[src/rtl/instruction_fetch.sv]
// Instruction fetch and decode front end: pairs ROM words with their address, resolves
// jumps/calls/returns into program-counter load requests and keeps a circular return stack.
module instruction_fetch #(
    parameter int unsigned PC_WIDTH    = 8,
    parameter int unsigned INSTR_WIDTH = 16,
    parameter int unsigned STACK_DEPTH = 4
) (
    input  logic                   clk,
    input  logic                   res,
    input  logic [PC_WIDTH-1:0]    pc,
    output logic [PC_WIDTH-1:0]    rom_addr,
    input  logic [INSTR_WIDTH-1:0] rom_data,
    input  logic                   zero_flag,
    output logic                   wr_en,
    output logic                   add_offset,
    output logic [PC_WIDTH-1:0]    counteradress,
    output logic [INSTR_WIDTH-1:0] instr,
    output logic                   instr_valid,
    output logic [PC_WIDTH-1:0]    instr_addr,
    output logic [2:0]             stack_depth,
    output logic                   stack_err
);

    localparam int unsigned PtrW     = (STACK_DEPTH > 1) ? $clog2(STACK_DEPTH) : 1;
    localparam logic [2:0]  DepthMax = 3'(STACK_DEPTH);
    localparam logic [PtrW-1:0] PtrLast = PtrW'(STACK_DEPTH - 1);

    logic [PC_WIDTH-1:0] instr_addr_q;
    logic                slot_ok_q, slot_ok_d;
    logic [2:0]          depth_q;
    logic                err_q;
    logic [PtrW-1:0]     sp_q, sp_next, sp_prev;
    logic [PC_WIDTH-1:0] stack_q [STACK_DEPTH];

    logic [3:0]          opcode;
    logic [PC_WIDTH-1:0] imm;
    logic [PC_WIDTH-1:0] ret_addr;
    logic                push, pop;

    assign rom_addr    = pc;
    assign instr_addr  = instr_addr_q;
    assign stack_depth = depth_q;
    assign stack_err   = err_q;

    assign opcode   = rom_data[15:12];
    assign imm      = PC_WIDTH'(rom_data[7:0]);
    assign ret_addr = instr_addr_q + PC_WIDTH'(1);
    // sp_q points at the next free slot; when full it also points at the oldest entry
    assign sp_next  = (sp_q == PtrLast) ? '0 : sp_q + PtrW'(1);
    assign sp_prev  = (sp_q == '0) ? PtrLast : sp_q - PtrW'(1);
    assign slot_ok_d = ~wr_en;

    always_comb begin
        wr_en         = 1'b0;
        add_offset    = 1'b0;
        counteradress = '0;
        instr_valid   = 1'b0;
        instr         = '0;
        push          = 1'b0;
        pop           = 1'b0;
        if (slot_ok_q) begin
            unique case (opcode)
                4'hC: begin
                    wr_en         = 1'b1;
                    counteradress = imm;
                end
                4'hD: begin
                    wr_en         = 1'b1;
                    add_offset    = 1'b1;
                    counteradress = imm;
                end
                4'hE: begin
                    if (zero_flag) begin
                        wr_en         = 1'b1;
                        counteradress = imm;
                    end
                end
                4'hF: begin
                    wr_en = 1'b1;
                    if (rom_data[11]) begin
                        pop           = 1'b1;
                        counteradress = (depth_q == '0) ? '0 : stack_q[sp_prev];
                    end else begin
                        push          = 1'b1;
                        counteradress = imm;
                    end
                end
                default: begin
                    instr_valid = 1'b1;
                    instr       = rom_data;
                end
            endcase
        end
    end

    always_ff @(posedge clk or posedge res) begin
        if (res) begin
            instr_addr_q <= '0;
            slot_ok_q    <= 1'b0;
            depth_q      <= '0;
            err_q        <= 1'b0;
            sp_q         <= '0;
            for (int i = 0; i < STACK_DEPTH; i++) begin
                stack_q[i] <= '0;
            end
        end else begin
            instr_addr_q <= pc;
            slot_ok_q    <= slot_ok_d;
            if (push) begin
                stack_q[sp_q] <= ret_addr;
                sp_q          <= sp_next;
                if (depth_q == DepthMax) begin
                    err_q <= 1'b1;
                end else begin
                    depth_q <= depth_q + 3'd1;
                end
            end else if (pop) begin
                if (depth_q == '0) begin
                    err_q <= 1'b1;
                end else begin
                    sp_q    <= sp_prev;
                    depth_q <= depth_q - 3'd1;
                end
            end
        end
    end

endmodule

[config.mk]
export PLATFORM = sky130hd
export DESIGN_NAME = instruction_fetch
export DESIGN_NICKNAME = d
export VERILOG_FILES = /design/src/rtl/instruction_fetch.sv
export SDC_FILE = /design/constraint.sdc
export NUM_CORES = 1
export LEC_CHECK = 0
export ABC_CLOCK_PERIOD_IN_PS = 2100
export BUFFER_PORTS_ARGS = -buffer_cell sky130_fd_sc_hd__buf_4
export CORE_MARGIN = 2
export CORE_UTILIZATION = 35
export CTS_CLUSTER_DIAMETER = 120
export DETAILED_ROUTE_END_ITERATION = 10
export GPL_TIMING_DRIVEN = 0
export PLACE_DENSITY = 0.68
export SYNTH_ARGS = -nofsm -noshare
export SYNTH_HDL_FRONTEND = slang
export SYNTH_SLANG_ARGS = --single-unit
export TNS_END_PERCENT = 1
[constraint.sdc]
create_clock -name clk -period 2.1 [get_ports clk]
set_input_delay 0.105 -clock clk [delete_from_list [all_inputs] [get_ports clk]]
set_output_delay 0.105 -clock clk [all_outputs]
set_load 0.005 [all_outputs]
==> flow_summary.yaml, run 1 <==
route:
  wl_met3_microns: 389
  wl_microns: 5820
  drt_iter0_drc: 85
  vias_per_cell: 4.82
  wl_per_cell_microns: 13.7
  firstDrtPassIters: 4
  wl_met2_microns: 2700
  maxUsedRoutingLayer: "met4"
  antenna_left: 0
  wirelength_met1_microns: 2650
  drc: 0
  vias: 2043
placement:
  placed_cell_area_sq_um: 3160
  gp_congestion: 0.758
  io_buffers: 73
  dp.cells: 397
  dp_hpwl_microns: 4130
grt:
  antenna_found_initial: 0
  grt.overflow.total: 0
  grt_pass1_vias: 2024
  grt_max_degree: 41
  grt_usage: 0.159
  grt_pass1_wl_microns: 9540
finish:
  utilization: 0.508
  diodes: 0
  drive_gt1_frac: 0.396
  design_area_sq_um: 3470
  area_growth_pct: 40.3
  final_nets: 360
  stdcell_count: 424
  nFillCells: 650
  multi_input_area_sq_um: 1170
  regArea_sq_um: 1180
synthesis:
  synth_area_per_cell_sq_um: 10.9
  synth_seq_cells: 47
  seq_area_frac_synth: 0.475
  syn_inst: 227
  yosysWarnings: 0
  mappedNetlistNets: 260
  syn_area_sq_um: 2470
  yosysUniqueCellTypes: 41
run_status:
  outcome: "complete, but fails checks"
  violations: "setup timing"
critical_path:
  path_max_fanout: 5
  path_delay_family: "multiplexers"
  end_kind: "output port"
  path_buf_inv: 3
  path_class: "reg -> out"
  cp-start-kind: "flop"
  crit_arrival_ns: 2.00
  crit_required_ns: 2.00
  crit_path_cell_trace: "inv_2 -> ha_4 -> buf_8 -> mux4_2 -> a22o_1 -> buf_4"
  crit_slowest_cell: "mux4_2"
  cp_slowest_stage_delay_ns: 0.53
sta:
  rsz0062_at_grt: "yes"
  clock_skew_ns: 0.00904
  fmax_mhz: 474
  setup-violations-final: 5
  fin_ws_ns: -0.00894
  fin_crit_sh: 1.00
  finalCriticalPeriod_ns: 2.11
  hold_violations: 0
  tightestPinTransition_ns: 0.620
  slew_viol_final: 0
  slew_headroom: 0.587
die:
  die-area_sq_um: 7760
  die_width_microns: 88.1
  io_pins: 74
  num_rows: 30
  core-area_sq_um: 6830
  die_h_microns: 88.1
  start_util: 0.362
power_and_ir_drop:
  p_total_w: 0.00365
  vdd_ir_drop_max_mv: 0.496
  leakagePower_nw: 1.62
  powerDensity_nw_per_um2: 1050
worst_hold_path:
  hold_path_class: "in -> reg"
clock_network:
  htree_levels: 2
  path_clk_slew_ns: 0.09
  clock_latency_ns: 0.30
  cts_tree: "done"
  cts_inserted_buffers: 5
  clock_sinks: 47
  cts_root_buf: "clkbuf_8"
  cts.path.max_buffers: 2
run:
  drv_cap: 0
cells in the final DEF (no fill, tap or decap), drive strengths merged:
cell         instances
a211oi               1
a21boi               1
a21o                 2
a21oi               32
a22o                 8
a311o                1
and2                17
and3                 2
and4                 1
buf                 98
bufinv               1
clkbuf               7
clkinv               1
dfrtp               47
dlygate4sd3          9
fa                   1
ha                   5
inv                  9
mux2                 4
mux4                 8
nand2                7
nand3                4
nand4                1
nor2                36
nor2b                1
nor3                 1
nor3b                1
nor4                 3
o211ai               1
o21ai                4
o22a                 1
o22ai                1
o31ai                1
o32a                 1
or3                  2
xnor2                3
xor2                 5
flip-flops by register name (all words and copies together), names as in the netlist:
name and cells:
stack_err 1, instr_addr 8, stack_depth 3, stack_q 32, sp_q 2, slot_ok_q 1
routing by layer:
metal / vias to the layer above / track usage
met5: - / 0
met4: 0 / 0.0455
met3: 7 / 0.0358
met1: 957 / 0.212
li1: 989 / -
met2: 90 / 0.262
synth_stat cells:
cell type,instances,area [sq um]
a21o_1,2,15.0
nor3_1,1,5.00
ha_1,5,62.6
mux2_2,4,45.0
mux4_2,8,180
a21oi_1,32,160
nand3_1,2,10.0
a211oi_4,1,20.0
nor4_4,3,63.8
and4_1,1,8.76
o22ai_1,1,6.26
buf_4,12,90.1
a21boi_0,1,7.51
a311o_1,1,10.0
nand3_4,1,17.5
a22o_1,8,70.1
o21ai_1,1,5.00
dfrtp_1,47,1180
o31ai_1,1,7.51
nor2b_1,1,6.26
buf_2,1,5.00
nor2_1,35,131
or3_1,2,12.5
nand3_2,1,10.0
o22a_1,1,8.76
o32a_1,1,10.0
nand4_1,1,6.26
nor2_2,1,6.26
nand2_2,1,6.26
and3_1,2,12.5
fa_1,1,20.0
buf_6,1,11.3
inv_1,8,30.0
nand2_1,6,22.5
and2_1,17,106
o211ai_1,1,7.51
o21ai_0,3,15.0
xnor2_1,3,26.3
clkbuf_1,2,7.51
xor2_1,5,43.8
nor3b_1,1,7.51
repair_timing:
| item | in CTS | in global routing |
|---|---|---|
| gates cloned | 1 | 0 |
| endpoints found under the setup margin | 8 | 15 |
| hold endpoints to repair | 55 | 0 |
| hold buffers | 9 | 0 |
| gates resized for setup | 8 | 1 |
| setup buffers | 7 | 2 |
| pin swaps | 3 | 1 |
tightest hold or removal path, stage by stage:
cell and delay, ns:
buf_4 0.11, nand2_1 0.05, nand2_1 0.08
cell families after synthesis:
family / Yosys count / synth area share
and+or+nand+nor: 76 / 0.175
AOI/OAI and AO/OA: 54 / 0.139
DFF: 47 / 0.475
buffers and inverters: 24 / 0.0582
muxes: 12 / 0.0910
xor gates and xnor gates: 8 / 0.0283
adders and majority gates: 6 / 0.0334
metrics by stage:
stage,worst slack [ns],setup TNS [ns],hold slack (ns)
2_1_floorplan,0.273,0,0.136
5_1_grt,-0.0891,-0.566,0.0937
3_3_place_gp,-0.0212,-0.0212,0.224
6_report,-0.00894,-0.0237,0.0825
3_5_place_dp,-0.0852,-0.0982,0.0365
4_1_cts,-0.00483,-0.0144,0.0727
power breakdown:
group | internal [W] | switching, W
Clock | 0.000361 | 0.000321
Combinational | 0.000896 | 0.000676
Sequential | 0.00120 | 0.000196
Total | 0.00246 | 0.00119
cell type report:
type | count | share of cell area
Sequential cell | 47 | 0.339
Clock buffer | 5 | 0.0198
Clock inverter | 3 | 0.0137
Inverter | 8 | 0.00865
Multi-Input combinational cell | 156 | 0.337
Timing Repair Buffer | 93 | 0.211
Tap cell | 96 | 0.0346
Buffer | 16 | 0.0357
worst paths after layout:
path / start / end / slack, ns / cells after the start
worst max-delay path: sp_q[1] / counteradress[1] / -0.009 / 6
worst min-delay path: rom_data[13] / slot_ok_q / 0.08 / 3
worst max register to register: slot_ok_q / stack_depth[2] / 0.14 / 7
worst min register to register: stack_err / stack_err / 0.46 / 1
max in group asynchronous: res / stack_q[6] / 1.38 / 4
min in group asynchronous: res / stack_depth[2] / 0.26 / 3
Power figures use the tool's default switching activity.
==> inputs of run 2 (changes only) <==
--- a/config.mk
+++ b/config.mk
@@ -5,14 +5,15 @@
 export SDC_FILE = /design/constraint.sdc
 export NUM_CORES = 1
 export LEC_CHECK = 0
-export ABC_CLOCK_PERIOD_IN_PS = 2100
+export ABC_CLOCK_PERIOD_IN_PS = 1900
 export BUFFER_PORTS_ARGS = -buffer_cell sky130_fd_sc_hd__buf_4
 export CORE_MARGIN = 2
 export CORE_UTILIZATION = 35
 export CTS_CLUSTER_DIAMETER = 120
+export CTS_CLUSTER_SIZE = 20
 export DETAILED_ROUTE_END_ITERATION = 10
 export GPL_TIMING_DRIVEN = 0
-export PLACE_DENSITY = 0.68
+export PLACE_DENSITY = 0.7
 export SYNTH_ARGS = -nofsm -noshare
 export SYNTH_HDL_FRONTEND = slang
 export SYNTH_SLANG_ARGS = --single-unit
==> constraint.sdc (replaced) <==
create_clock -name clk -period 1.9 [get_ports clk]
set_input_delay 0.095 -clock clk [delete_from_list [all_inputs] [get_ports clk]]
set_output_delay 0.095 -clock clk [all_outputs]
set_load 0.005 [all_outputs]
==> run 2 against run 1 <==
Net effect: the flow still finishes with violations (setup timing); sequential share of layout area fell by 0.30 points; sequential power rose by 11%; setup slack got worse by 0.26 ns; clock-buffer cell count did not move; die area did not move; total power rose by 13%; core utilization rose by 0.46 points; clock skew rose by 0.0029 ns; via count rose by 1.7%; clock power rose by 5.9%; critical path type unchanged; critical endpoint is now counteradress[5]; highest routed layer unchanged.
==> flow_summary.yaml, run 2 (same netlist as run 1, synthesis figures left out) <==
power_and_ir_drop:
  leakagePower_nw: 1.62
  vdd_ir_drop_max_mv: 0.425
  p_total_w: 0.00413
  switching_share: 0.326
  power.share.clock: 0.175
  p_sw_w: 0.00135
  powerDensity_nw_per_um2: 1180
  internal_power_w: 0.00278
  comb_power_share: 0.449
  seq_power_share: 0.377
run_status:
  violations: "setup timing"
  outcome: "complete, but fails checks"
clock_network:
  htree_levels: 2
  clock_sinks: 47
  clock_latency_ns: 0.30
  cts_tree: "done"
  cts.path.max_buffers: 2
  cts_root_buf: "clkbuf_8"
  path_clk_slew_ns: 0.09
  cts_inserted_buffers: 5
route:
  drc: 0
  firstDrtPassIters: 4
  drt_iter0_drc: 119
  wl_per_cell_microns: 14.4
  vias_per_cell: 4.92
  wl_microns: 6080
  vias: 2077
  antenna_left: 0
sta:
  slew_headroom: 0.603
  fin_crit_sh: 1.14
  clock_skew_ns: 0.0119
  rsz0062_at_grt: "yes"
  fmax_mhz: 460
  hold_violations: 0
  setup-violations-final: 10
  slew_viol_final: 0
  tightestPinTransition_ns: 0.595
  whs_ns: 0.0690
  fin_ws_ns: -0.272
  finalCriticalPeriod_ns: 2.17
critical_path:
  timing.rr.start: "slot_ok_q"
  path_max_fanout: 5
  path_class: "reg -> out"
  crit_arrival_ns: 2.08
  cp-start-kind: "flop"
  end_kind: "output port"
  critPathLaunch: "sp_q[1]"
  crit_required_ns: 1.80
grt:
  grt_pass1_wl_microns: 9540
  grt_max_degree: 40
  grt_pass1_vias: 1985
  antenna_found_initial: 0
  grt.overflow.total: 0
  grt_usage: 0.159
die:
  start_util: 0.362
  io_pins: 74
  num_rows: 30
  die_width_microns: 88.1
  core-area_sq_um: 6830
  die_h_microns: 88.1
  die-area_sq_um: 7760
finish:
  largest_reg_flops: 32
  area_growth_pct: 41.6
  final_nets: 359
  most-common-layout-cells: "89 x buf_4, 47 x dfrtp_1, 35 x nor2_1, 32 x a21oi_1, 17 x and2_1"
  final_common_cell: "buf_4"
  multi_input_area_sq_um: 1180
  diodes: 0
  regArea_sq_um: 1180
  nFillCells: 648
  drive_gt1_frac: 0.405
  stdcell_count: 422
  design_area_sq_um: 3500
  top_register: "stack_q"
placement:
  placed_cell_area_sq_um: 3160
  io_buffers: 73
  gp_congestion: 0.755
  dp.cells: 397
  dp_hpwl_microns: 4140
  pre_cts_ws_ns: -0.242
worst_hold_path:
  min-delay-start: "rom_data[13]"
  hold_path_class: "in -> reg"
run:
  drv_cap: 0
==> run 2: cell types whose count changed in the layout (fill, tap and decap cells not counted), sizes merged <==
cell	delta
clkinvlp	+1
inv	-1
clkinv	-1
buf	-1
==> run 2: cell type report <==
cell class | count | area share
sequential | 47 | 0.336
buffer | 16 | 0.0375
clock inverter | 2 | 0.0107
tap | 96 | 0.0343
inverter | 8 | 0.00857
clock buffer | 5 | 0.0196
multi-input combinational | 156 | 0.338
timing repair buffer | 92 | 0.215
==> run 2: worst paths after layout <==
kind	depth (start not counted)	slack [ns]	end
max in group asynchronous	4	1.17	stack_q[6]
worst max register to register	7	-0.03	stack_depth[2]
worst min-delay path	3	0.07	slot_ok_q
worst min register to register	1	0.47	stack_err
min in group asynchronous	3	0.26	instr_addr[5]
worst max-delay path	6	-0.27	counteradress[5]
==> run 2: per-stage QoR <==
stage / setup TNS, ns / utilization
after global placement: -1.06 / 0.460
final: -1.84 / 0.513
after CTS: -1.70 / 0.506
after global routing: -2.86 / 0.513
after floorplan: 0 / -
after detailed placement: -1.35 / 0.463
==> run 2: what timing repair did <==
action / 4_1_cts / 5_1_grt
gates resized for setup: 9 / 9
hold buffers: 9 / 0
endpoints found under the hold margin: 22 / 0
endpoints found under the setup margin: 18 / 26
pin swaps: 3 / 3
setup buffers: 6 / 2
gates cloned: 1 / 0
==> run 2: layer usage <==
layer / wire, microns / track usage
met2: 2860 / 0.267
met3: 511 / 0.0339
met1: 2620 / 0.207
met5: 0 / 0
met4: 84 / 0.0537
==> run 2: worst max-delay path, cell delays in order, from the launching register on <==
cell and delay [ns]:
dfrtp_1 0.39, inv_2 0.07, ha_4 0.31, buf_8 0.14
mux4_2 0.50, a22o_1 0.22, buf_4 0.13
==> run 2: power by group through the flow <==
stage | clock network [W] | registers (W) | logic [W]
after detailed placement | 0 | 0.00157 | 0.00139
after global placement | 0 | 0.00155 | 0.00134
after global routing | 0.000783 | 0.00160 | 0.00202
after floorplan | 0 | 0.00151 | 0.000999
after CTS | 0.000735 | 0.00155 | 0.00179
final | 0.000722 | 0.00156 | 0.00185
==> inputs of run 3 (changes only) <==
--- a/config.mk
+++ b/config.mk
@@ -5,7 +5,7 @@
 export SDC_FILE = /design/constraint.sdc
 export NUM_CORES = 1
 export LEC_CHECK = 0
-export ABC_CLOCK_PERIOD_IN_PS = 1900
+export ABC_CLOCK_PERIOD_IN_PS = 2800
 export BUFFER_PORTS_ARGS = -buffer_cell sky130_fd_sc_hd__buf_4
 export CORE_MARGIN = 2
 export CORE_UTILIZATION = 35
@@ -13,7 +13,8 @@
 export CTS_CLUSTER_SIZE = 20
 export DETAILED_ROUTE_END_ITERATION = 10
 export GPL_TIMING_DRIVEN = 0
-export PLACE_DENSITY = 0.7
+export PLACE_DENSITY = 0.68
+export SKIP_LAST_GASP = 1
 export SYNTH_ARGS = -nofsm -noshare
 export SYNTH_HDL_FRONTEND = slang
 export SYNTH_SLANG_ARGS = --single-unit
==> constraint.sdc (replaced) <==
create_clock -name clk -period 2.8 [get_ports clk]
set_input_delay 0.14 -clock clk [delete_from_list [all_inputs] [get_ports clk]]
set_output_delay 0.14 -clock clk [all_outputs]
set_load 0.005 [all_outputs]
==> run 3 against run 2 <==
Net effect: global-route usage is 0.72 points lower; clock skew is 0.0013 ns lower; worst hold slack better by 0.050 ns; largest cell class is now flip-flops and latches; the run now ends clean; via count is 5.2% lower; first-iteration DRC count is 38% lower; largest power group is now sequential cells; sequential power is 32% lower; core utilization is 2.0 points lower; critical path depth stayed put; non-clock buffer count is 9 lower; die area stayed put.
==> flow_summary.yaml, run 3 (same netlist as run 1, synthesis figures left out) <==
worst_hold_path:
  hold_path_class: "in -> reg"
  min-delay-start: "rom_data[13]"
grt:
  grt.overflow.total: 0
  grt_pass1_vias: 1965
  grt_usage: 0.152
  grt_max_degree: 41
  grt_pass1_wl_microns: 9160
  antenna_found_initial: 0
clock_network:
  cts_inserted_buffers: 5
  cts_root_buf: "clkbuf_8"
  htree_levels: 2
  cts.path.max_buffers: 2
  cts_resized: 0
  path_clk_slew_ns: 0.09
  cts_tree: "done"
  clock_latency_ns: 0.30
  clock_sinks: 47
  hold_buffers: 9
  post_cts_buffers: 0
route:
  firstDrtPassIters: 4
  wl_microns: 5580
  drt_iter0_drc: 74
  vias_per_cell: 4.75
  antenna_left: 0
  wl_per_cell_microns: 13.5
  drc: 0
  vias: 1968
die:
  start_util: 0.362
  die-area_sq_um: 7760
  core-area_sq_um: 6830
  die_h_microns: 88.1
  num_rows: 30
  io_pins: 74
  die_width_microns: 88.1
power_and_ir_drop:
  powerDensity_nw_per_um2: 747
  vdd_ir_drop_max_mv: 0.339
  leakagePower_nw: 1.57
finish:
  drive_gt1_frac: 0.368
  nFillCells: 662
  top_register: "stack_q"
  largest_reg_flops: 32
  final_common_cell: "buf_4"
  final_nets: 350
  most-common-layout-cells: "85 x buf_4, 47 x dfrtp_1, 35 x nor2_1, 32 x a21oi_1, 17 x and2_1"
  diodes: 0
  design_area_sq_um: 3370
  area_growth_pct: 36.2
sta:
  clock_skew_ns: 0.0106
  fin_crit_sh: 0.909
  fmax_mhz: 393
  slew_headroom: 0.554
  tightestPinTransition_ns: 0.664
  setup-violations-final: 0
  finalCriticalPeriod_ns: 2.54
  setup_tns_ns: 0
  slew_viol_final: 0
  hold_violations: 0
  whs_ns: 0.119
  rsz0062_at_grt: "no"
critical_path:
  crit_arrival_ns: 2.40
  timing.rr.start: "slot_ok_q"
  cp-start-kind: "flop"
  path_class: "reg -> out"
  crit_required_ns: 2.66
  path_max_fanout: 8
  critPathLaunch: "sp_q[0]"
  end_kind: "output port"
placement:
  dp_hpwl_microns: 4130
  io_buffers: 73
  gp_congestion: 0.758
  placed_cell_area_sq_um: 3160
run:
  drv_cap: 0
run_status:
  outcome: "finished, final reports clean"
[run 3: critical path, stage by stage (launching register included)]
cell and delay (ns):
dfrtp_1 0.41, inv_1 0.11, ha_1 0.25, nor2_2 0.41
mux4_2 0.61, a22o_1 0.19, buf_4 0.13
[run 3: layout make-up]
type,count,area (sq um),share of cell area
Inverter,8,30.0,0.00892
Timing Repair Buffer,83,658,0.195
Sequential cell,47,1180,0.349
Tap cell,96,120,0.0357
Clock inverter,3,47.5,0.0141
Multi-Input combinational cell,156,1150,0.342
Clock buffer,5,68.8,0.0204
Buffer,16,114,0.0338
[run 3: worst paths after layout]
| path | slack, ns | cells after the start | to |
|---|---|---|---|
| worst max-delay path | 0.26 | 6 | counteradress[7] |
| worst min-delay path | 0.12 | 3 | slot_ok_q |
| worst max register to register | 0.85 | 7 | stack_depth[2] |
| worst min register to register | 0.46 | 1 | stack_err |
| max in group asynchronous | 2.05 | 4 | instr_addr[0] |
| min in group asynchronous | 0.30 | 3 | stack_depth[2] |
[run 3: stage by stage]
stage          utilization  total power [W]  worst slack (ns)  instances
2_1_floorplan            -          0.00171             0.938        227
3_3_place_gp         0.460          0.00196             0.644        396
3_5_place_dp         0.463          0.00201             0.580        397
4_1_cts              0.493          0.00254             0.245        414
5_1_grt              0.493          0.00271             0.138        414
6_report             0.493          0.00251             0.256        414
[run 3: power breakdown]
group | internal, W | switching [W] | leakage, nW | total, W
sequential | 0.000903 | 0.000153 | 0.592 | 0.00106
combinational | 0.000511 | 0.000437 | 0.920 | 0.000947
clock | 0.000271 | 0.000241 | 0.0587 | 0.000512
[run 3: layer usage]
| metal | GRT usage | part of all wire | routed length [microns] | up-vias |
|---|---|---|---|---|
| met2 | 0.248 | 0.45 | 2520 | 80 |
| li1 | - | - | - | 964 |
| met5 | 0 | 0 | 0 | - |
| met4 | 0.0455 | 0.014 | 76 | 0 |
| met1 | 0.204 | 0.46 | 2590 | 919 |
| met3 | 0.0358 | 0.070 | 391 | 5 |
